$ cat config.mk
export PLATFORM = sky130hd
export DESIGN_NAME = crc32_byte_packer
export DESIGN_NICKNAME = d
export VERILOG_FILES = /design/src/rtl/crc32_pkg.sv /design/src/rtl/crc32_byte_packer.sv
export SDC_FILE = /design/constraint.sdc
export NUM_CORES = 1
export LEC_CHECK = 0
export CAP_MARGIN = 20
export CORE_ASPECT_RATIO = 1.2
export CORE_MARGIN = 2
export CORE_UTILIZATION = 59
export CTS_BUF_LIST = sky130_fd_sc_hd__clkbuf_2 sky130_fd_sc_hd__clkbuf_4 sky130_fd_sc_hd__clkbuf_8
export DETAILED_ROUTE_END_ITERATION = 8
export GPL_TIMING_DRIVEN = 0
export PLACE_DENSITY = 0.95
export SLEW_MARGIN = 10
export SYNTH_ARGS = -nofsm -noshare
export SYNTH_HDL_FRONTEND = slang
export SYNTH_SLANG_ARGS = --single-unit
$ cat constraint.sdc
create_clock -name clk -period 6 [get_ports clk]
set_input_delay 0.6 -clock clk [delete_from_list [all_inputs] [get_ports clk]]
set_output_delay 0.6 -clock clk [all_outputs]
set_load 0.02 [all_outputs]
$ cat src/rtl/crc32_pkg.sv
// Shared types and widths for the CRC32 Ethernet accelerator byte packer.
package crc32_pkg;
  localparam int WORD_W = 32;
  localparam int BYTE_W = 8;
  localparam int LANES  = 4;

  typedef enum logic [1:0] {IDLE, ACCUM, DROP} packer_state_t;
endpackage

$ cat src/rtl/crc32_byte_packer.sv
// Packs a byte stream LSB-first into 32-bit framed words for the CRC engine; words are registered 1 cycle
// after the completing byte, s_ready is high whenever out of reset. Optional CRC32_PACKER_STATS_EN adds frame counters.
module crc32_byte_packer
  import crc32_pkg::*;
#(
  parameter int          MAX_WORDS = 380,
  parameter logic [7:0]  PAD_BYTE  = 8'h00
) (
  input  logic        clk,
  input  logic        reset,
  input  logic        s_valid,
  output logic        s_ready,
  input  logic [7:0]  s_data,
  input  logic        s_last,
  output logic        word_valid,
  output logic        word_sop,
  output logic        word_last,
  output logic [31:0] word_data,
  output logic [2:0]  word_bytes,
  output logic        word_err
`ifdef CRC32_PACKER_STATS_EN
  ,
  output logic [15:0] frames_ok,
  output logic [15:0] frames_err
`endif
);

  localparam int CNT_W = $clog2(MAX_WORDS + 1);

  packer_state_t       state_q, state_nxt;
  logic [1:0]          lane_q, lane_nxt;
  logic [CNT_W-1:0]    wcnt_q, wcnt_nxt;
  logic [WORD_W-1:0]   hold_q, hold_nxt;

  logic                accept;
  logic [WORD_W-1:0]   asm_word;
  logic                emit_vld, emit_sop, emit_last, emit_err;
  logic [WORD_W-1:0]   emit_dat;
  logic [2:0]          emit_bytes;

  assign s_ready = ~reset;
  assign accept  = s_valid & s_ready;

  // Lanes below the current one come from the hold register, the current lane
  // is the incoming byte, and lanes above are padding for a short tail.
  always_comb begin
    asm_word = '0;
    for (int i = 0; i < LANES; i++) begin
      if (i < int'(lane_q))
        asm_word[i*BYTE_W +: BYTE_W] = hold_q[i*BYTE_W +: BYTE_W];
      else if (i == int'(lane_q))
        asm_word[i*BYTE_W +: BYTE_W] = s_data;
      else
        asm_word[i*BYTE_W +: BYTE_W] = PAD_BYTE;
    end
  end

  always_comb begin
    state_nxt  = state_q;
    lane_nxt   = lane_q;
    wcnt_nxt   = wcnt_q;
    hold_nxt   = hold_q;
    emit_vld   = 1'b0;
    emit_sop   = 1'b0;
    emit_last  = 1'b0;
    emit_err   = 1'b0;
    emit_dat   = '0;
    emit_bytes = '0;

    case (state_q)
      IDLE, ACCUM: begin
        if (accept) begin
          hold_nxt[int'(lane_q)*BYTE_W +: BYTE_W] = s_data;
          if (s_last || lane_q == 2'd3) begin
            emit_vld   = 1'b1;
            emit_sop   = (wcnt_q == '0);
            emit_dat   = asm_word;
            emit_bytes = 3'(lane_q) + 3'd1;
            lane_nxt   = 2'd0;
            if (s_last) begin
              emit_last = 1'b1;
              wcnt_nxt  = '0;
              state_nxt = IDLE;
            end else if (wcnt_q == CNT_W'(MAX_WORDS - 1)) begin
              // Oversize frame: close it here and swallow the remainder.
              emit_last = 1'b1;
              emit_err  = 1'b1;
              wcnt_nxt  = '0;
              state_nxt = DROP;
            end else begin
              wcnt_nxt  = wcnt_q + CNT_W'(1);
              state_nxt = ACCUM;
            end
          end else begin
            lane_nxt  = lane_q + 2'd1;
            state_nxt = ACCUM;
          end
        end
      end
      DROP: begin
        if (accept && s_last)
          state_nxt = IDLE;
      end
      default: state_nxt = IDLE;
    endcase
  end

  always_ff @(posedge clk or posedge reset) begin
    if (reset) begin
      state_q <= IDLE;
      lane_q  <= '0;
      wcnt_q  <= '0;
      hold_q  <= '0;
    end else begin
      state_q <= state_nxt;
      lane_q  <= lane_nxt;
      wcnt_q  <= wcnt_nxt;
      hold_q  <= hold_nxt;
    end
  end

  always_ff @(posedge clk or posedge reset) begin
    if (reset) begin
      word_valid <= 1'b0;
      word_sop   <= 1'b0;
      word_last  <= 1'b0;
      word_err   <= 1'b0;
      word_data  <= '0;
      word_bytes <= '0;
    end else begin
      word_valid <= emit_vld;
      word_sop   <= emit_sop;
      word_last  <= emit_last;
      word_err   <= emit_err;
      word_data  <= emit_dat;
      word_bytes <= emit_bytes;
    end
  end

`ifdef CRC32_PACKER_STATS_EN
  always_ff @(posedge clk or posedge reset) begin
    if (reset) begin
      frames_ok  <= '0;
      frames_err <= '0;
    end else if (word_valid && word_last) begin
      if (word_err) begin
        if (frames_err != 16'hFFFF) frames_err <= frames_err + 16'd1;
      end else begin
        if (frames_ok != 16'hFFFF) frames_ok <= frames_ok + 16'd1;
      end
    end
  end
`endif

endmodule

==> impl_metrics.env, run 1 <==
export IMPL_status="finished, final reports clean"
export IMPL_tightest_slew_ns=0.807
export IMPL_timing_hold_ws_ns=0.464
export IMPL_startpoint_type="input pin"
export IMPL_synthArstFlopShare_pct=100
export IMPL_p_per_area_mw_per_mm2=282
export IMPL_yosysSeqAreaShare_pct=58.9
export IMPL_p_leak_nw=1.90
export IMPL_cts_root_buf="clkbuf_8"
export IMPL_rsz0062_at_grt="false"
export IMPL_grt_pass1_wl_mm=11.5
export IMPL_max_slew_margin_rel_pct=45.8
export IMPL_cts_resized=0
export IMPL_seqCellArea_mm2=0.00190
export IMPL_grt_pass1_vias=2384
export IMPL_avgRoutedWirePerCell_um=15.6
export IMPL_fin_tns_setup_ns=0
export IMPL_ctsHoldBuffers=0
export IMPL_drv_slew=0
export IMPL_fin_skew_ns=0.00539
export IMPL_grt_overflow_total=0
export IMPL_die_h_um=85.1
export IMPL_worstPathRequired_ns=5.40
export IMPL_synthTopCellsByCount="dfrtp_1, nand2_1, nor2_1, o21ai_0, and3_1"
export IMPL_postCtsSetupBuffers=0
export IMPL_drt_pass1_iterations=6
export IMPL_initial_utilization_pct=61.0
export IMPL_layout_drive_gt1_share_pct=8.79
export IMPL_timing_final_crit_share_pct=46.2
export IMPL_worstHoldStart="s_last"
export IMPL_placementRows=29
export IMPL_multi_input_area_mm2=0.00121
export IMPL_setup_violations=0
export IMPL_rr_startpoint="lane_q[1]$_DFFE_PP0P_"
export IMPL_vdd_drop_max_mv=0.156
export IMPL_num_fill_cells=371
export IMPL_core_area_mm2=0.00530
export IMPL_end_kind="output port"
export IMPL_routed_via_count=2528
export IMPL_ys_warn_count=0
export IMPL_synth_area_top_cells="dfrtp_1, nand2_1, nor2_1"
export IMPL_fin_crit_ns=2.77
export IMPL_fmax_mhz=361
export IMPL_crit_arrival_ns=2.17
export IMPL_syn_area_per_cell_um2=10.1
export IMPL_yosysUniqueCellTypes=37
export IMPL_worstPathMaxFanout=39
export IMPL_syn_num_nets=341
export IMPL_drc_errors=0
export IMPL_path_class="input pin to output port"
export IMPL_cp_cell_sequence="clkdlybuf4s50_1 -> inv_4 -> clkdlybuf4s50_1"
export IMPL_numCtsBuffers=9
export IMPL_post_synth_top_count_cell="dfrtp_1"
export IMPL_synth_edf_count=0
export IMPL_grt_usage_pct=24.8
export IMPL_cts_tree="built"
export IMPL_vias_per_cell=5.63
export IMPL_nets=403
export IMPL_path_common_cell="clkdlybuf4s50_1"
export IMPL_hold_class="input pin to flop"
export IMPL_yosys_area_top_type="dfrtp_1"
export IMPL_diodes=0
export IMPL_clock_sinks=76
export IMPL_dp_hpwl_mm=4.86
export IMPL_slowest_stage="clkdlybuf4s50_1"
export IMPL_syn_area_mm2=0.00323
export IMPL_ios=52
export IMPL_place_gp_congestion=0.895
export IMPL_synthCells=321
export IMPL_ys_ff_latch=76
export IMPL_cts_buffer_depth=2
export IMPL_antenna_found_initial=0
export IMPL_synth_flop_cell="dfrtp_1"
export IMPL_grt_max_degree=41
export IMPL_synth_top_cell_area_share_pct=58.9
export IMPL_drtAntennaViolNets=0
export IMPL_cp_startpoint="reset"
export IMPL_post_place_cells=434
export IMPL_crit_path_max_incr_delay_ns=0.69
export IMPL_final_hold_viol_count=0
export IMPL_drt_total_wl_mm=7.01
export IMPL_clk_pin_slew_ns=0.07
export IMPL_drv_cap=0
export IMPL_clock_latency_ns=0.34
export IMPL_area_growth_pct=24.1
export IMPL_dieWidth_um=71.6
export IMPL_stdcell_count=449
export IMPL_port_buffers=50
export IMPL_drt_iter0_markers=298
export IMPL_die_area_mm2=0.00609
export IMPL_htree_levels=3
## power by group
part	internal, mW	total (mW)	leakage (nW)	switching, mW
Clock	0.169	0.347	0.0872	0.178
Sequential	0.554	0.578	1.05	0.0248
Combinational	0.0746	0.204	0.761	0.129
## path summary, 6_finish.rpt
| path | slack [ns] | cells past startpoint | end |
|---|---|---|---|
| setup / recovery | 3.23 | 3 | s_ready |
| hold / removal | 0.46 | 2 | word_err$_DFF_PP0_ |
| setup reg to reg | 3.38 | 7 | hold_q[13]$_DFFE_PP0P_ |
| hold reg to reg | 0.49 | 1 | state_q[0]$_DFFE_PP0P_ |
| max in group asynchronous | 4.75 | 3 | wcnt_q[5]$_DFFE_PP0P_ |
| min in group asynchronous | 0.69 | 2 | word_err$_DFF_PP0_ |
## registers in the layout, indices dropped and copies added (netlist names)
| name | flops |
|---|---|
| wcnt_q | 9 |
| word_err | 1 |
| word_data | 32 |
| hold_q | 24 |
| word_sop | 1 |
| word_last | 1 |
| word_valid | 1 |
| lane_q | 2 |
| word_bytes | 3 |
| state_q | 2 |
## cell families after synthesis
family | Yosys count | synth area share (%)
and+or+nand+nor | 148 | 21.6
xor gates and xnor gates | 7 | 1.90
AOI/OAI and AO/OA | 48 | 8.13
adders and majority gates | 8 | 3.10
DFF | 76 | 58.9
buffers and inverters | 25 | 3.60
muxes | 9 | 2.83
## stage by stage
step           utilization (%)  setup slack (ns)  power, mW  area [µm²]
6_report                  75.6              3.23       1.13        4010
5_1_grt                   75.6              3.09       1.18        4010
3_5_place_dp              72.3              3.18      0.787        3830
4_1_cts                   75.6              3.18       1.13        4010
3_3_place_gp              71.9              1.33      0.770        3810
2_1_floorplan                -              3.10      0.716        3230
## routing by layer
layer  share of wire [%]  track usage (%)
met5                   0                0
met4                 2.5             9.95
met3                 6.4             5.23
met2                  52             41.2
met1                  39             31.9
## cell usage in the layout (no fill, tap or decap), types with 3 or more instances in the layout
| cell | netlist | layout |
|---|---|---|
| nand2_1 | 61 | 61 |
| a21oi_1 | 16 | 16 |
| ha_1 | 8 | 8 |
| xnor2_1 | 4 | 4 |
| xor2_1 | 3 | 3 |
| and3_1 | 20 | 20 |
| clkbuf_1 | 7 | 7 |
| clkdlybuf4s50_1 | 0 | 50 |
| clkbuf_8 | 0 | 11 |
| dfrtp_1 | 76 | 76 |
| buf_2 | 6 | 6 |
| o21ai_0 | 24 | 24 |
| mux2i_1 | 8 | 8 |
| inv_1 | 9 | 8 |
| nand3_1 | 7 | 7 |
| nor3_1 | 5 | 5 |
| nor2_1 | 42 | 42 |
## cell type report
type | instances | area share (%)
flip-flops and latches | 76 | 47.5
multi-input cells | 220 | 30.3
plain buffers | 16 | 2.06
clock buffers | 11 | 3.78
clock inverters | 4 | 0.624
repair buffers | 51 | 13.0
well taps | 62 | 1.94
inverters | 9 | 0.905
## worst max-delay path: cells and delay by family
kind / cells / cell delay [ns]
buffers and inverters: 3 / 1.56
Power figures use the tool's default switching activity.
==> run 2, diff against run 1 <==
--- a/config.mk
+++ b/config.mk
@@ -8,11 +8,11 @@
 export CAP_MARGIN = 20
 export CORE_ASPECT_RATIO = 1.2
 export CORE_MARGIN = 2
-export CORE_UTILIZATION = 59
+export CORE_UTILIZATION = 55
 export CTS_BUF_LIST = sky130_fd_sc_hd__clkbuf_2 sky130_fd_sc_hd__clkbuf_4 sky130_fd_sc_hd__clkbuf_8
 export DETAILED_ROUTE_END_ITERATION = 8
 export GPL_TIMING_DRIVEN = 0
-export PLACE_DENSITY = 0.95
+export PLACE_DENSITY = 0.93
 export SLEW_MARGIN = 10
 export SYNTH_ARGS = -nofsm -noshare
 export SYNTH_HDL_FRONTEND = slang
==> constraint.sdc (replaced) <==
create_clock -name clk -period 2.83 [get_ports clk]
set_input_delay 0.283 -clock clk [delete_from_list [all_inputs] [get_ports clk]]
set_output_delay 0.283 -clock clk [all_outputs]
set_load 0.02 [all_outputs]
==> run 2 against run 1 <==
Clock power is 130% higher. Worst setup slack worse by 3.0 ns. Die area is 6.9% higher. Flip-flop and latch count stayed put. Largest power group unchanged. Utilization is 4.1 points lower.
==> impl_metrics.env, run 2 (synthesized netlist as in run 1, its figures left out) <==
export IMPL_status="finished, final reports clean"
export IMPL_htree_levels=3
export IMPL_placementRows=30
export IMPL_dp_hpwl_mm=4.80
export IMPL_drt_pass1_iterations=4
export IMPL_postCtsSetupBuffers=0
export IMPL_grt_pass1_wl_mm=11.5
export IMPL_drt_total_wl_mm=7.04
export IMPL_tightest_slew_ns=0.807
export IMPL_antenna_found_initial=0
export IMPL_max_slew_margin_rel_pct=45.8
export IMPL_end_kind="flop"
export IMPL_seqCellArea_mm2=0.00190
export IMPL_routed_via_count=2520
export IMPL_grt_max_degree=68
export IMPL_avgRoutedWirePerCell_um=15.1
export IMPL_startpoint_type="flop"
export IMPL_drtAntennaViolNets=0
export IMPL_multi_input_area_mm2=0.00122
export IMPL_grt_pass1_vias=2414
export IMPL_die_area_mm2=0.00651
export IMPL_largestRegisters="word_data (32), hold_q (24), wcnt_q (9)"
export IMPL_clock_sinks=76
export IMPL_port_buffers=50
export IMPL_area_growth_pct=25.6
export IMPL_initial_utilization_pct=57.0
export IMPL_p_leak_nw=1.90
export IMPL_timing_final_crit_share_pct=91.0
export IMPL_fmax_mhz=388
export IMPL_die_h_um=88.0
export IMPL_grt_overflow_total=0
export IMPL_cts_root_buf="clkbuf_8"
export IMPL_drv_slew=0
export IMPL_hold_class="input pin to flop"
export IMPL_worstPathRequired_ns=3.10
export IMPL_clock_latency_ns=0.36
export IMPL_crit_arrival_ns=2.85
export IMPL_dieWidth_um=74.0
export IMPL_fin_crit_ns=2.58
export IMPL_place_ws_ns=0.298
export IMPL_clk_pin_slew_ns=0.08
export IMPL_setup_violations=0
export IMPL_drc_errors=0
export IMPL_core_area_mm2=0.00567
export IMPL_vdd_drop_max_mv=0.346
export IMPL_final_cell_mix="dfrtp_1, nand2_1, clkdlybuf4s50_1, nor2_1, o21ai_0"
export IMPL_timing_hold_ws_ns=0.133
export IMPL_nets=403
export IMPL_largest_reg_flops=32
export IMPL_stdcell_count=468
export IMPL_worstPathMaxFanout=12
export IMPL_drv_cap=0
export IMPL_final_hold_viol_count=0
export IMPL_fin_tns_setup_ns=0
export IMPL_cts_buffer_depth=2
export IMPL_regMostFlops="word_data"
export IMPL_place_gp_congestion=0.807
export IMPL_vias_per_cell=5.38
export IMPL_layout_commonest_cell="dfrtp_1"
export IMPL_diodes=0
export IMPL_num_fill_cells=373
export IMPL_grt_usage_pct=23.8
export IMPL_drt_iter0_markers=307
export IMPL_fin_ws_ns=0.254
export IMPL_path_class="flop to flop"
export IMPL_fin_skew_ns=0.0111
export IMPL_p_per_area_mw_per_mm2=607
export IMPL_post_place_cells=452
export IMPL_ios=52
export IMPL_numCtsBuffers=9
export IMPL_rsz0062_at_grt="false"
export IMPL_layout_drive_gt1_share_pct=9.28
export IMPL_cts_tree="built"
export IMPL_r2r_slack_ns=0.25
==> run 2: metal layers <==
layer | routed length [µm] | global-route usage [%]
met1 | 2680 | 28.7
met2 | 3590 | 38.7
met3 | 534 | 6.67
met4 | 233 | 12.1
met5 | 0 | 0
==> run 2: power breakdown <==
part	internal [mW]	leakage, nW	switching, mW
clock	0.402	0.0910	0.400
combinational	0.161	0.765	0.277
sequential	1.17	1.05	0.0503
total	1.74	1.90	0.727
==> run 2: timing repair <==
item,in CTS,in global routing
endpoints found under the hold margin,0,0
hold buffers,0,0
gates resized for setup,0,1
endpoints found under the setup margin,0,4
==> run 2: worst paths after layout <==
kind                                            to              startpoint  cells past startpoint
setup reg to reg            hold_q[11]$_DFFE_PP0P_   lane_q[1]$_DFFE_PP0P_                      7
hold reg to reg             hold_q[14]$_DFFE_PP0P_  hold_q[14]$_DFFE_PP0P_                      2
hold / removal                  word_err$_DFF_PP0_                  s_last                      2
min in group asynchronous   state_q[0]$_DFFE_PP0P_                   reset                      2
max in group asynchronous  word_data[13]$_DFF_PP0_                   reset                      3
setup / recovery            hold_q[11]$_DFFE_PP0P_   lane_q[1]$_DFFE_PP0P_                      7
==> run 2: through the flow <==
step / utilization (%) / area, µm² / power, mW
floorplan: - / 3230 / 1.52
global placement: 67.6 / 3830 / 1.63
detailed placement: 68.1 / 3860 / 1.67
CTS: 71.5 / 4050 / 2.46
global route: 71.6 / 4060 / 2.57
finish: 71.6 / 4060 / 2.46
==> run 2: final cells by class <==
class                   instances  share of cell area [%]
well taps                      80                    2.47
clock buffers                   9                    3.05
inverters                       9                   0.894
multi-input cells             220                    30.0
flip-flops and latches         76                    46.9
plain buffers                  16                    2.04
clock inverters                 7                    1.67
repair buffers                 51                    13.0
==> run 2: critical path, cell delays in order, from the launching register on <==
cell      delay [ns]
dfrtp_1         0.41
clkbuf_1        0.36
inv_1           0.27
ha_1            0.26
buf_2           0.21
nor3_1          0.69
nand2_1         0.12
o21ai_0         0.17
==> run 3, diff against run 2 <==
--- a/config.mk
+++ b/config.mk
@@ -17,3 +17,4 @@
 export SYNTH_ARGS = -nofsm -noshare
 export SYNTH_HDL_FRONTEND = slang
 export SYNTH_SLANG_ARGS = --single-unit
+export TNS_END_PERCENT = 10
==> results of run 3 <==
Same layout as run 2: the final DEF is identical, and so are final timing and power.
